`config.mk`:
```
export PLATFORM = sky130hd
export DESIGN_NAME = aes_wb_queue
export DESIGN_NICKNAME = d
export VERILOG_FILES = /design/src/rtl/aes_wb_queue.sv
export SDC_FILE = /design/constraint.sdc
export NUM_CORES = 2
export LEC_CHECK = 0
export BUFFER_PORTS_ARGS = -buffer_cell sky130_fd_sc_hd__buf_4
export CAP_MARGIN = 20
export CORE_MARGIN = 2
export CORE_UTILIZATION = 64
export DETAILED_ROUTE_END_ITERATION = 10
export GPL_TIMING_DRIVEN = 0
export PLACE_DENSITY_LB_ADDON = 0.25
export RECOVER_POWER = 25
export REMOVE_ABC_BUFFERS = 1
export SLEW_MARGIN = 10
export SYNTH_ARGS = -nofsm -noshare
export SYNTH_HDL_FRONTEND = slang
export SYNTH_SLANG_ARGS = --single-unit
```
`constraint.sdc`:
```
create_clock -name wb_clk_i -period 39.3 [get_ports wb_clk_i]
set_input_delay 1.965 -clock wb_clk_i [delete_from_list [all_inputs] [get_ports wb_clk_i]]
set_output_delay 1.965 -clock wb_clk_i [all_outputs]
set_load 0.02 [all_outputs]
```
`src/rtl/aes_wb_queue.sv`:
```
// aes_wb_queue
// Wishbone slave that queues AES-128 plaintext blocks for an external encrypt
// core and queues the ciphertext results so software can stream blocks in and
// drain results out without sequencing every block by hand.
//
// Ports:
//   wb_clk_i / wb_rst_i            clock, asynchronous active-high reset
//   wbs_stb_i/cyc_i/we_i/sel_i     Wishbone request (sel ignored, full words)
//   wbs_adr_i/dat_i                address (only [11:2] decoded), write data
//   wbs_ack_o/dat_o                registered acknowledge and read data
//   core_nrst/core_in/core_key     run control, plaintext and key to the core
//   core_out/core_rdy              ciphertext and its valid flag from the core
//   irq                            only when AES_QUEUE_IRQ_EN is defined
//
// Optional feature macro: AES_QUEUE_IRQ_EN adds a registered irq output
// (mask & (output not empty | timeout)) controlled by CTRL bit 2.
module aes_wb_queue #(
    parameter int DEPTH        = 4,
    parameter int CORE_TIMEOUT = 255
) (
    input  logic         wb_clk_i,
    input  logic         wb_rst_i,
    input  logic         wbs_stb_i,
    input  logic         wbs_cyc_i,
    input  logic         wbs_we_i,
    input  logic [3:0]   wbs_sel_i,
    input  logic [31:0]  wbs_dat_i,
    input  logic [31:0]  wbs_adr_i,
    output logic         wbs_ack_o,
    output logic [31:0]  wbs_dat_o,
    output logic         core_nrst,
    output logic [127:0] core_in,
    output logic [127:0] core_key,
    input  logic [127:0] core_out,
    input  logic         core_rdy
`ifdef AES_QUEUE_IRQ_EN
    ,
    output logic         irq
`endif
);

    localparam int AW = (DEPTH > 1) ? $clog2(DEPTH) : 1;
    localparam logic [AW:0] FULL_CNT    = (AW+1)'(DEPTH);
    localparam logic [7:0]  TIMEOUT_CNT = 8'(CORE_TIMEOUT);

    typedef enum logic [1:0] {IDLE, LOAD, RUN, STORE} engineState_e;

    engineState_e r_state, w_nextState;

    logic          r_ack;
    logic [31:0]   r_rdData;
    logic [31:0]   r_key   [4];
    logic [31:0]   r_stage [4];
    logic [127:0]  r_inMem  [DEPTH];
    logic [127:0]  r_outMem [DEPTH];
    logic [AW-1:0] r_inWr, r_inRd, r_outWr, r_outRd;
    logic [AW:0]   r_inCount, r_outCount;
    logic          r_enable, r_inOverflow, r_outUnderflow, r_keyErr, r_timeout;
    logic [7:0]    r_timer;
    logic [127:0]  r_coreIn;

    logic          w_req, w_wr, w_rd;
    logic [9:0]    w_word;
    logic          w_inFull, w_inEmpty, w_outFull, w_outEmpty, w_busy;
    logic          w_flush, w_busPush, w_inPush, w_inPop, w_outPop, w_outPush;
    logic          w_storeOk, w_timeoutHit;
    logic [127:0]  w_pushData, w_outHead;
    logic [31:0]   w_status, w_rdMux;
    logic [3:0]    w_inCnt4, w_outCnt4;
    logic          w_unused;

    // A new request is only taken when ack is low, so ack never repeats.
    assign w_req  = wbs_stb_i & wbs_cyc_i & ~r_ack;
    assign w_wr   = w_req & wbs_we_i;
    assign w_rd   = w_req & ~wbs_we_i;
    assign w_word = wbs_adr_i[11:2];

    assign w_inFull   = (r_inCount == FULL_CNT);
    assign w_inEmpty  = (r_inCount == '0);
    assign w_outFull  = (r_outCount == FULL_CNT);
    assign w_outEmpty = (r_outCount == '0);
    assign w_busy     = (r_state != IDLE);

    // Writing 0x02C completes the staging block, so its own data is word 3.
    assign w_flush    = w_wr && (w_word == 10'd1) && wbs_dat_i[1];
    assign w_busPush  = w_wr && (w_word == 10'd11);
    assign w_inPush   = w_busPush && !w_inFull;
    assign w_inPop    = (r_state == LOAD);
    assign w_pushData = {wbs_dat_i, r_stage[2], r_stage[1], r_stage[0]};
    assign w_outPop   = w_rd && (w_word == 10'd15) && !w_outEmpty;
    // A full output queue being popped this cycle still has room for the result.
    assign w_storeOk  = (r_state == STORE) && (!w_outFull || w_outPop);
    assign w_outPush  = w_storeOk && !w_flush;
    assign w_timeoutHit = (r_state == RUN) && !core_rdy && (r_timer == TIMEOUT_CNT);
    assign w_outHead  = r_outMem[r_outRd];

    assign w_inCnt4  = 4'(r_inCount);
    assign w_outCnt4 = 4'(r_outCount);
    assign w_status  = {12'b0, w_outCnt4, w_inCnt4, 2'b0, r_timeout, r_keyErr,
                        r_outUnderflow, r_inOverflow, r_enable, w_outEmpty,
                        w_outFull, w_inEmpty, w_inFull, w_busy};

    assign w_unused = &{1'b0, wbs_sel_i, wbs_adr_i[31:12], wbs_adr_i[1:0]};

    // Read data mux; write-only and unmapped words return the marker pattern.
    always_comb begin
        w_rdMux = 32'hDEADB00F;
        if (w_word == 10'd0) begin
            w_rdMux = w_status;
        end else if (w_word[9:2] == 8'd1) begin
            w_rdMux = r_key[w_word[1:0]];
        end else if (w_word[9:2] == 8'd2) begin
            w_rdMux = r_stage[w_word[1:0]];
        end else if (w_word[9:2] == 8'd3) begin
            w_rdMux = w_outEmpty ? 32'h0 : w_outHead[{w_word[1:0], 5'b0} +: 32];
        end
    end

    // Bus-facing registers: ack, read data, control, key, staging, sticky flags.
    // Sticky sets are written after clears so a same-cycle event is not lost.
    always_ff @(posedge wb_clk_i or posedge wb_rst_i) begin
        if (wb_rst_i) begin
            r_ack          <= 1'b0;
            r_rdData       <= '0;
            r_enable       <= 1'b0;
            r_inOverflow   <= 1'b0;
            r_outUnderflow <= 1'b0;
            r_keyErr       <= 1'b0;
            r_timeout      <= 1'b0;
            for (int i = 0; i < 4; i++) begin
                r_key[i]   <= '0;
                r_stage[i] <= '0;
            end
        end else begin
            r_ack    <= w_req;
            r_rdData <= w_rd ? w_rdMux : 32'h0;
            if (w_wr) begin
                if (w_word == 10'd1) begin
                    r_enable <= wbs_dat_i[0];
                end else if (w_word == 10'd2) begin
                    if (wbs_dat_i[6]) r_inOverflow   <= 1'b0;
                    if (wbs_dat_i[7]) r_outUnderflow <= 1'b0;
                    if (wbs_dat_i[8]) r_keyErr       <= 1'b0;
                    if (wbs_dat_i[9]) r_timeout      <= 1'b0;
                end else if (w_word[9:2] == 8'd1) begin
                    if (w_busy) r_keyErr <= 1'b1;
                    else        r_key[w_word[1:0]] <= wbs_dat_i;
                end else if (w_word[9:2] == 8'd2) begin
                    r_stage[w_word[1:0]] <= wbs_dat_i;
                end
            end
            if (w_busPush && w_inFull) r_inOverflow <= 1'b1;
            if (w_rd && (w_word == 10'd15) && w_outEmpty) r_outUnderflow <= 1'b1;
            if (w_timeoutHit) r_timeout <= 1'b1;
        end
    end

    // FIFO storage needs no reset; validity is tracked by pointers and counts.
    always_ff @(posedge wb_clk_i) begin
        if (w_inPush)  r_inMem[r_inWr]   <= w_pushData;
        if (w_outPush) r_outMem[r_outWr] <= core_out;
    end

    // FIFO pointers and counts; flush wins over any same-cycle push or pop.
    always_ff @(posedge wb_clk_i or posedge wb_rst_i) begin
        if (wb_rst_i) begin
            r_inWr <= '0; r_inRd <= '0; r_inCount <= '0;
            r_outWr <= '0; r_outRd <= '0; r_outCount <= '0;
        end else if (w_flush) begin
            r_inWr <= '0; r_inRd <= '0; r_inCount <= '0;
            r_outWr <= '0; r_outRd <= '0; r_outCount <= '0;
        end else begin
            if (w_inPush)  r_inWr  <= r_inWr + 1'b1;
            if (w_inPop)   r_inRd  <= r_inRd + 1'b1;
            if (w_inPush && !w_inPop)      r_inCount <= r_inCount + 1'b1;
            else if (!w_inPush && w_inPop) r_inCount <= r_inCount - 1'b1;
            if (w_outPush) r_outWr <= r_outWr + 1'b1;
            if (w_outPop)  r_outRd <= r_outRd + 1'b1;
            if (w_outPush && !w_outPop)      r_outCount <= r_outCount + 1'b1;
            else if (!w_outPush && w_outPop) r_outCount <= r_outCount - 1'b1;
        end
    end

    // Engine state register.
    always_ff @(posedge wb_clk_i or posedge wb_rst_i) begin
        if (wb_rst_i) r_state <= IDLE;
        else          r_state <= w_nextState;
    end

    // Engine next state. Clearing enable only blocks new dispatches, so a
    // block already in flight runs to completion.
    always_comb begin
        w_nextState = r_state;
        unique case (r_state)
            IDLE:  if (r_enable && !w_inEmpty) w_nextState = LOAD;
            LOAD:  w_nextState = RUN;
            RUN: begin
                if (core_rdy)                      w_nextState = STORE;
                else if (r_timer == TIMEOUT_CNT)   w_nextState = IDLE;
            end
            STORE: if (w_storeOk) w_nextState = IDLE;
            default: w_nextState = IDLE;
        endcase
        if (w_flush) w_nextState = IDLE;
    end

    // Core-side datapath: latch the head block on dispatch, time the run.
    always_ff @(posedge wb_clk_i or posedge wb_rst_i) begin
        if (wb_rst_i) begin
            r_coreIn <= '0;
            r_timer  <= '0;
        end else begin
            if (w_inPop) r_coreIn <= r_inMem[r_inRd];
            if (r_state == LOAD)     r_timer <= '0;
            else if (r_state == RUN) r_timer <= r_timer + 1'b1;
        end
    end

`ifdef AES_QUEUE_IRQ_EN
    logic r_irqMask, r_irq;

    // Interrupt mask lives in CTRL bit 2; irq is registered.
    always_ff @(posedge wb_clk_i or posedge wb_rst_i) begin
        if (wb_rst_i) begin
            r_irqMask <= 1'b0;
            r_irq     <= 1'b0;
        end else begin
            if (w_wr && (w_word == 10'd1)) r_irqMask <= wbs_dat_i[2];
            r_irq <= r_irqMask & (!w_outEmpty | r_timeout);
        end
    end

    assign irq = r_irq;
`endif

    assign wbs_ack_o = r_ack;
    assign wbs_dat_o = r_rdData;
    assign core_nrst = (r_state == RUN) || (r_state == STORE);
    assign core_in   = r_coreIn;
    assign core_key  = {r_key[3], r_key[2], r_key[1], r_key[0]};

endmodule
```
== Yosys cells after proc, flatten, opt, wreduce, memory -nomap -nowiden ==
Memory sizes are Yosys's and may differ from the RTL's. A register that Yosys moved wholly into a read port is not among the register bits.
Index checks and enable logic that the tools add are counted.
Word-level totals
  register bits after elaboration: 318
  RAM bits: 1024
  output and inout port bits: 290
  memories: 2
Memories
  r_inMem: depth 4, width 128, read ports 1, clocked after Yosys merged registers in 1, wr ports 1, RTL line 54  | logic [127:0] r_inMem [DEPTH];
  r_outMem: depth 4, width 128, read ports 1, clocked after Yosys merged registers in 0, wr ports 1, RTL line 55  | logic [127:0] r_outMem [DEPTH];
Cells by class
  $add $sub $neg: 9
  order comparisons: 2
  equal/unequal tests: 20
  shift-type cells: 1
  multiplexer cells: 61
  bitwise logic cells: 11
  reduce and logical (&&, ||, !) cells: 61
Operators by type and width (count)
  32-bit 2-to-1 mux: 11
  128-bit bitwise mux: 2
  32-bit binary-select mux with 2-bit select: 2
  128-bit by 8-bit indexed part select with 32-bit output: 1
  32-bit demux with 2-bit select: 1
  2-bit nonzero test: 17
  2-bit 2-to-1 mux: 13
  1-bit 2-to-1 mux: 23
  10-bit by 4-bit equality test with 1-bit output, second input constant: 2
  1-bit logical AND: 18
  3-bit 2-to-1 mux: 6
  8-bit by 2-bit equality test with 1-bit output, second input constant: 2
  8-bit 2-to-1 mux: 2
  5-bit AND reduction: 3
  4-bit AND reduction: 3
  10-bit by 1-bit equality test with 1-bit output, second input constant: 1
  10-bit by 2-bit equality test with 1-bit output, second input constant: 1
  1-bit zero test: 10
  10-bit zero test: 1
  2-bit by 1-bit adder with 2-bit output, second input constant: 4
  8-bit by 1-bit adder with 8-bit output, second input constant: 1
  8-bit by 1-bit equality test with 1-bit output, second input constant: 1
  8-bit equality test, second input constant: 1
  2-bit one-hot mux with 4 select lines: 1
  20 further kinds: 38

== Depth between registers and ports, before layout ==
  word-level depth: 13
  gate-level depth with buffers: 11

== Least setup slack after synthesis ==
OpenSTA, ideal clock, no wires.
  path kind: input port to flip-flop
  start point: input wbs_adr_i[7]
  end point: memory r_outMem[0][0] (enable)
  arrival time: 6.246 ns
  slack: 32.551 ns
  cell stages on the path: 5
  cell sequence: or4_4 -> nor4_4 -> o21ai_2 -> nor2_1 -> and2_1
Between the ends
  word-level cells in the longest chain between the ends: 8
  elaborated cells between the ends (all ways): 12
Ends and longest elaborated chain
  start, declared: RTL line 28  | input logic [31:0] wbs_adr_i,
  10-bit by 4-bit equality test with 1-bit output: RTL line 90  | assign w_outPop = w_rd && (w_word == 10'd15) && !w_outEmpty;
  1-bit logical AND (2 in a row): RTL line 90
  1-bit logical OR: RTL line 92  | assign w_storeOk = (r_state == STORE) && (!w_outFull || w_outPop);
  1-bit logical AND: RTL line 92
  1-bit logical AND *: RTL line 93  | assign w_outPush = w_storeOk && !w_flush;
  1-bit 2-to-1 mux *: RTL line 161  | if (w_outPush) r_outMem[r_outWr] <= core_out;
  1-bit 2-to-1 mux (not written as such) *: RTL line 161
  end, declared: RTL line 55
Every way passes the cells marked *; elsewhere a longest branch is shown, timed or not.

== Final worst setup path ==
  start point: input wbs_adr_i[7]
  end point: register r_outCount[2]
Between the ends
  word-level cells in the longest chain between the ends: 9
  elaborated cells between the ends (all ways): 17
Ends and longest elaborated chain
  10-bit by 4-bit equality test with 1-bit output: RTL line 90
  1-bit logical AND (2 in a row): RTL line 90
  1-bit logical OR: RTL line 92
  1-bit logical AND: RTL line 92
  1-bit logical AND: RTL line 93
  1-bit logical AND / 1-bit zero test (equally long branches): RTL line 179, 180
  3-bit 2-to-1 mux / 1-bit logical AND (equally long branches): RTL line 179, 180
  3-bit 2-to-1 mux / 3-bit nonzero test (equally long branches)
  end signal, assigned: RTL line 179  | if (w_outPush && !w_outPop) r_outCount <= r_outCount + 1'b1;
  end signal, assigned: RTL line 180  | else if (!w_outPush && w_outPop) r_outCount <= r_outCount - 1'b1;
  end, declared: RTL line 57  | logic [AW:0] r_inCount, r_outCount;
Several ways; a longest one is shown, not always the timed one.
A chain may end at the register's enable or synchronous reset.

==> results_dict.tcl <==
set metrics [dict create \
    dp_hpwl_mm 88.6 \
    vias 30400 \
    hold_path_class "reg -> reg" \
    cp.required_ps 39960 \
    fin_hold_ws_ps 468 \
    cts_hold_buffers 0 \
    crit_fanout 16 \
    io_buffers 465 \
    io_pins 492 \
    dp.cells 4410 \
    initial_core_util_pct 64.7 \
    clk_path_buf_depth 3 \
    h-tree-depth 4 \
    wl_mm 142 \
    synthArstFlopShare_pct 30.3 \
    dr.pass1.iters 7 \
    row_count 109 \
    fill_cells 4829 \
    grt.total_usage_pct 31.5 \
    status "complete, no violations" \
    power.leakage_nw 26.2 \
    clk_pin_slew_ps 60 \
    cts_resized 0 \
    drt_iter0_markers 3136 \
    core_um2 88500 \
    tightest_slew_ps 1130 \
    syn_inst 2887 \
    timing.fmax_ghz 0.197 \
    cts_tree "done" \
    synth.top_cells.by_area "edfxtp_1 (54%), dfrtp_1 (19%), mux4_2 (12%)" \
    post_cts_buffers 0 \
    final_util_pct 76.0 \
    die_w_um 303 \
    synth_flop_cell "edfxtp_1" \
    path_class "in -> reg" \
    mappedNetlistArea_um2 57200 \
    yosysWarnings 0 \
    r2r_slack_ps 35260 \
    dp_slack_ps 33500 \
    slew_headroom_pct 24.3 \
    grt_pass1_wl_mm 208 \
    dieArea_um2 91900 \
    drc 0 \
    multiInputGateArea_um2 14600 \
    yosysTopAreaCell "edfxtp_1" \
    avgViaCountPerCell 6.49 \
    yosysUniqueCellTypes 66 \
    grt_max_degree 113 \
    crit_arrival_ps 5740 \
    clk_latency_ps 760 \
    synth.most_common_cell "edfxtp_1" \
    synth_seq_cells 1470 \
    period_needed_ps 5070 \
    grt_overflow 0 \
    irDropWorstVdd_v 0.0000647 \
    synth.avg_cell_area_um2 19.8 \
    gp_congestion 0.819 \
    final_cells 4679 \
    clock-sinks 1470 \
    finalSetupViolations 0 \
    final_nets 3611 \
    netlist_top_cells_count "edfxtp_1 (1,024), dfrtp_1 (446), mux4_2 (298)" \
    antenna_found_initial 12 \
    hold_violations 0 \
    drive_gt1_share_pct 31.5 \
    final.setup.tns_ps 0 \
    grt_pass1_vias 31500 \
    root_buffer "clkbuf_16" \
    power_density_nw_per_um2 60.1 \
    cp-start-kind "primary input" \
    fin_crit_sh_pct 12.9 \
    end_kind "flip-flop" \
    seq_area_frac_synth_pct 73.2 \
    maxSlewViolCount 0 \
    synth_top_area_share_pct 53.7 \
    grt_setup_unrepaired "false" \
    die_h_um 303 \
    drv_cap 0 \
    clock-skew-final_ps 32.4 \
    wire_per_inst_um 30.4 \
    ant_nets 0 \
    synth-edff-count 1024 \
    cts_made_buffers 144 \
    setup_ws_ps 34230 \
    ff_latch_area_um2 41900 \
    syn_to_final_growth_pct 17.4 \
]
worst paths after layout:
| path | to | start | depth (start not counted) |
|---|---|---|---|
| hold reg to reg | r_stage[1] | r_stage[1] | 2 |
| hold / removal | r_stage[1] | r_stage[1] | 2 |
| setup reg to reg | r_outMem[1][87] | wbs_ack_o | 7 |
| min in group asynchronous | core_in[58] | wb_rst_i | 2 |
| setup / recovery | r_outCount[2] | wbs_adr_i[7] | 9 |
| max in group asynchronous | r_outRd[1] | wb_rst_i | 4 |
placed cells by master (no fill, tap or decap), types with 12 or more instances in the layout:
master,netlist,routed
edfxtp_1,1024,1024
dfrtp_1,446,442
buf_4,21,350
mux4_2,298,298
mux2_1,214,214
nand2_1,160,160
clkbuf_1,69,156
mux2_2,149,149
clkbuf_16,0,147
mux2i_1,47,47
a22oi_1,44,44
nor2_1,36,34
o22ai_1,33,33
buf_16,0,33
a21oi_1,32,32
o21ai_0,21,21
clkinv_1,1,21
bufinv_16,0,16
inv_1,16,15
nor2b_1,18,15
buf_12,0,14
ha_1,14,13
a2bb2oi_1,12,12
o221ai_1,12,12
clkinv_2,0,12
clkbuf_8,0,12
worst max-delay path, stage by stage:
cell and delay, ps:
buf_4 120, nor4_2 790, and3_1 780, and2_1 650, nor3_1 180, fa_1 470, or3b_1 440, a21o_1 180
a31oi_1 140
state kept, by name, summed over array words and instances, names as in the netlist, 2 cells and up:
name	flops
core_in	128
core_key	128
r_inCount	3
r_inMem	512
r_inRd	2
r_inWr	2
r_outCount	3
r_outMem	512
r_outRd	2
r_outWr	2
r_stage	128
r_state	2
r_timer	8
wbs_dat_o	32
area by class of cell:
cell class                      instances  share of cell area, %
Antenna cell                            4                 0.0149
Clock buffer                          201                   5.95
Clock inverter                         62                   1.19
Inverter                               18                  0.112
Multi-Input combinational cell       1235                   21.7
Sequential cell                      1470                   62.4
Tap cell                             1165                   2.17
Timing Repair Buffer                  524                   6.55
power breakdown:
group	switching, mW	internal [mW]	total, mW
Clock	0.572	0.820	1.39
Combinational	0.410	0.341	0.751
Sequential	0.0880	1.81	1.89
Total	1.07	2.97	4.04
cells by family (layout without fill, tap and decap cells):
kind of cell,count (synthesis),after routing,share of synthesized area (%)
flip-flops,1470,1470,73.2
multiplexers,708,708,19.7
AND/OR/NAND/NOR,287,287,2.42
AO/OA/AOI/OAI,214,214,2.65
buffers and inverters,182,805,1.49
adder cells (fa/ha/maj),16,16,0.376
XOR/XNOR,10,10,0.166
other,0,4,0
per-stage QoR:
stage	total power [mW]	instance area, um^2
floorplan	2.38	56500
global placement	2.71	61400
detailed placement	2.68	62800
CTS	4.06	67600
global route	4.17	67200
finish	4.04	67200
per-layer routing:
metal,up-vias,GRT usage [%],part of all wire (%)
met5,-,0,0.072
met4,14,11.2,3.2
met3,249,8.41,9.5
met2,1437,50.6,50
met1,16100,42.4,37
li1,12600,-,-
Power figures use the tool's default switching activity.
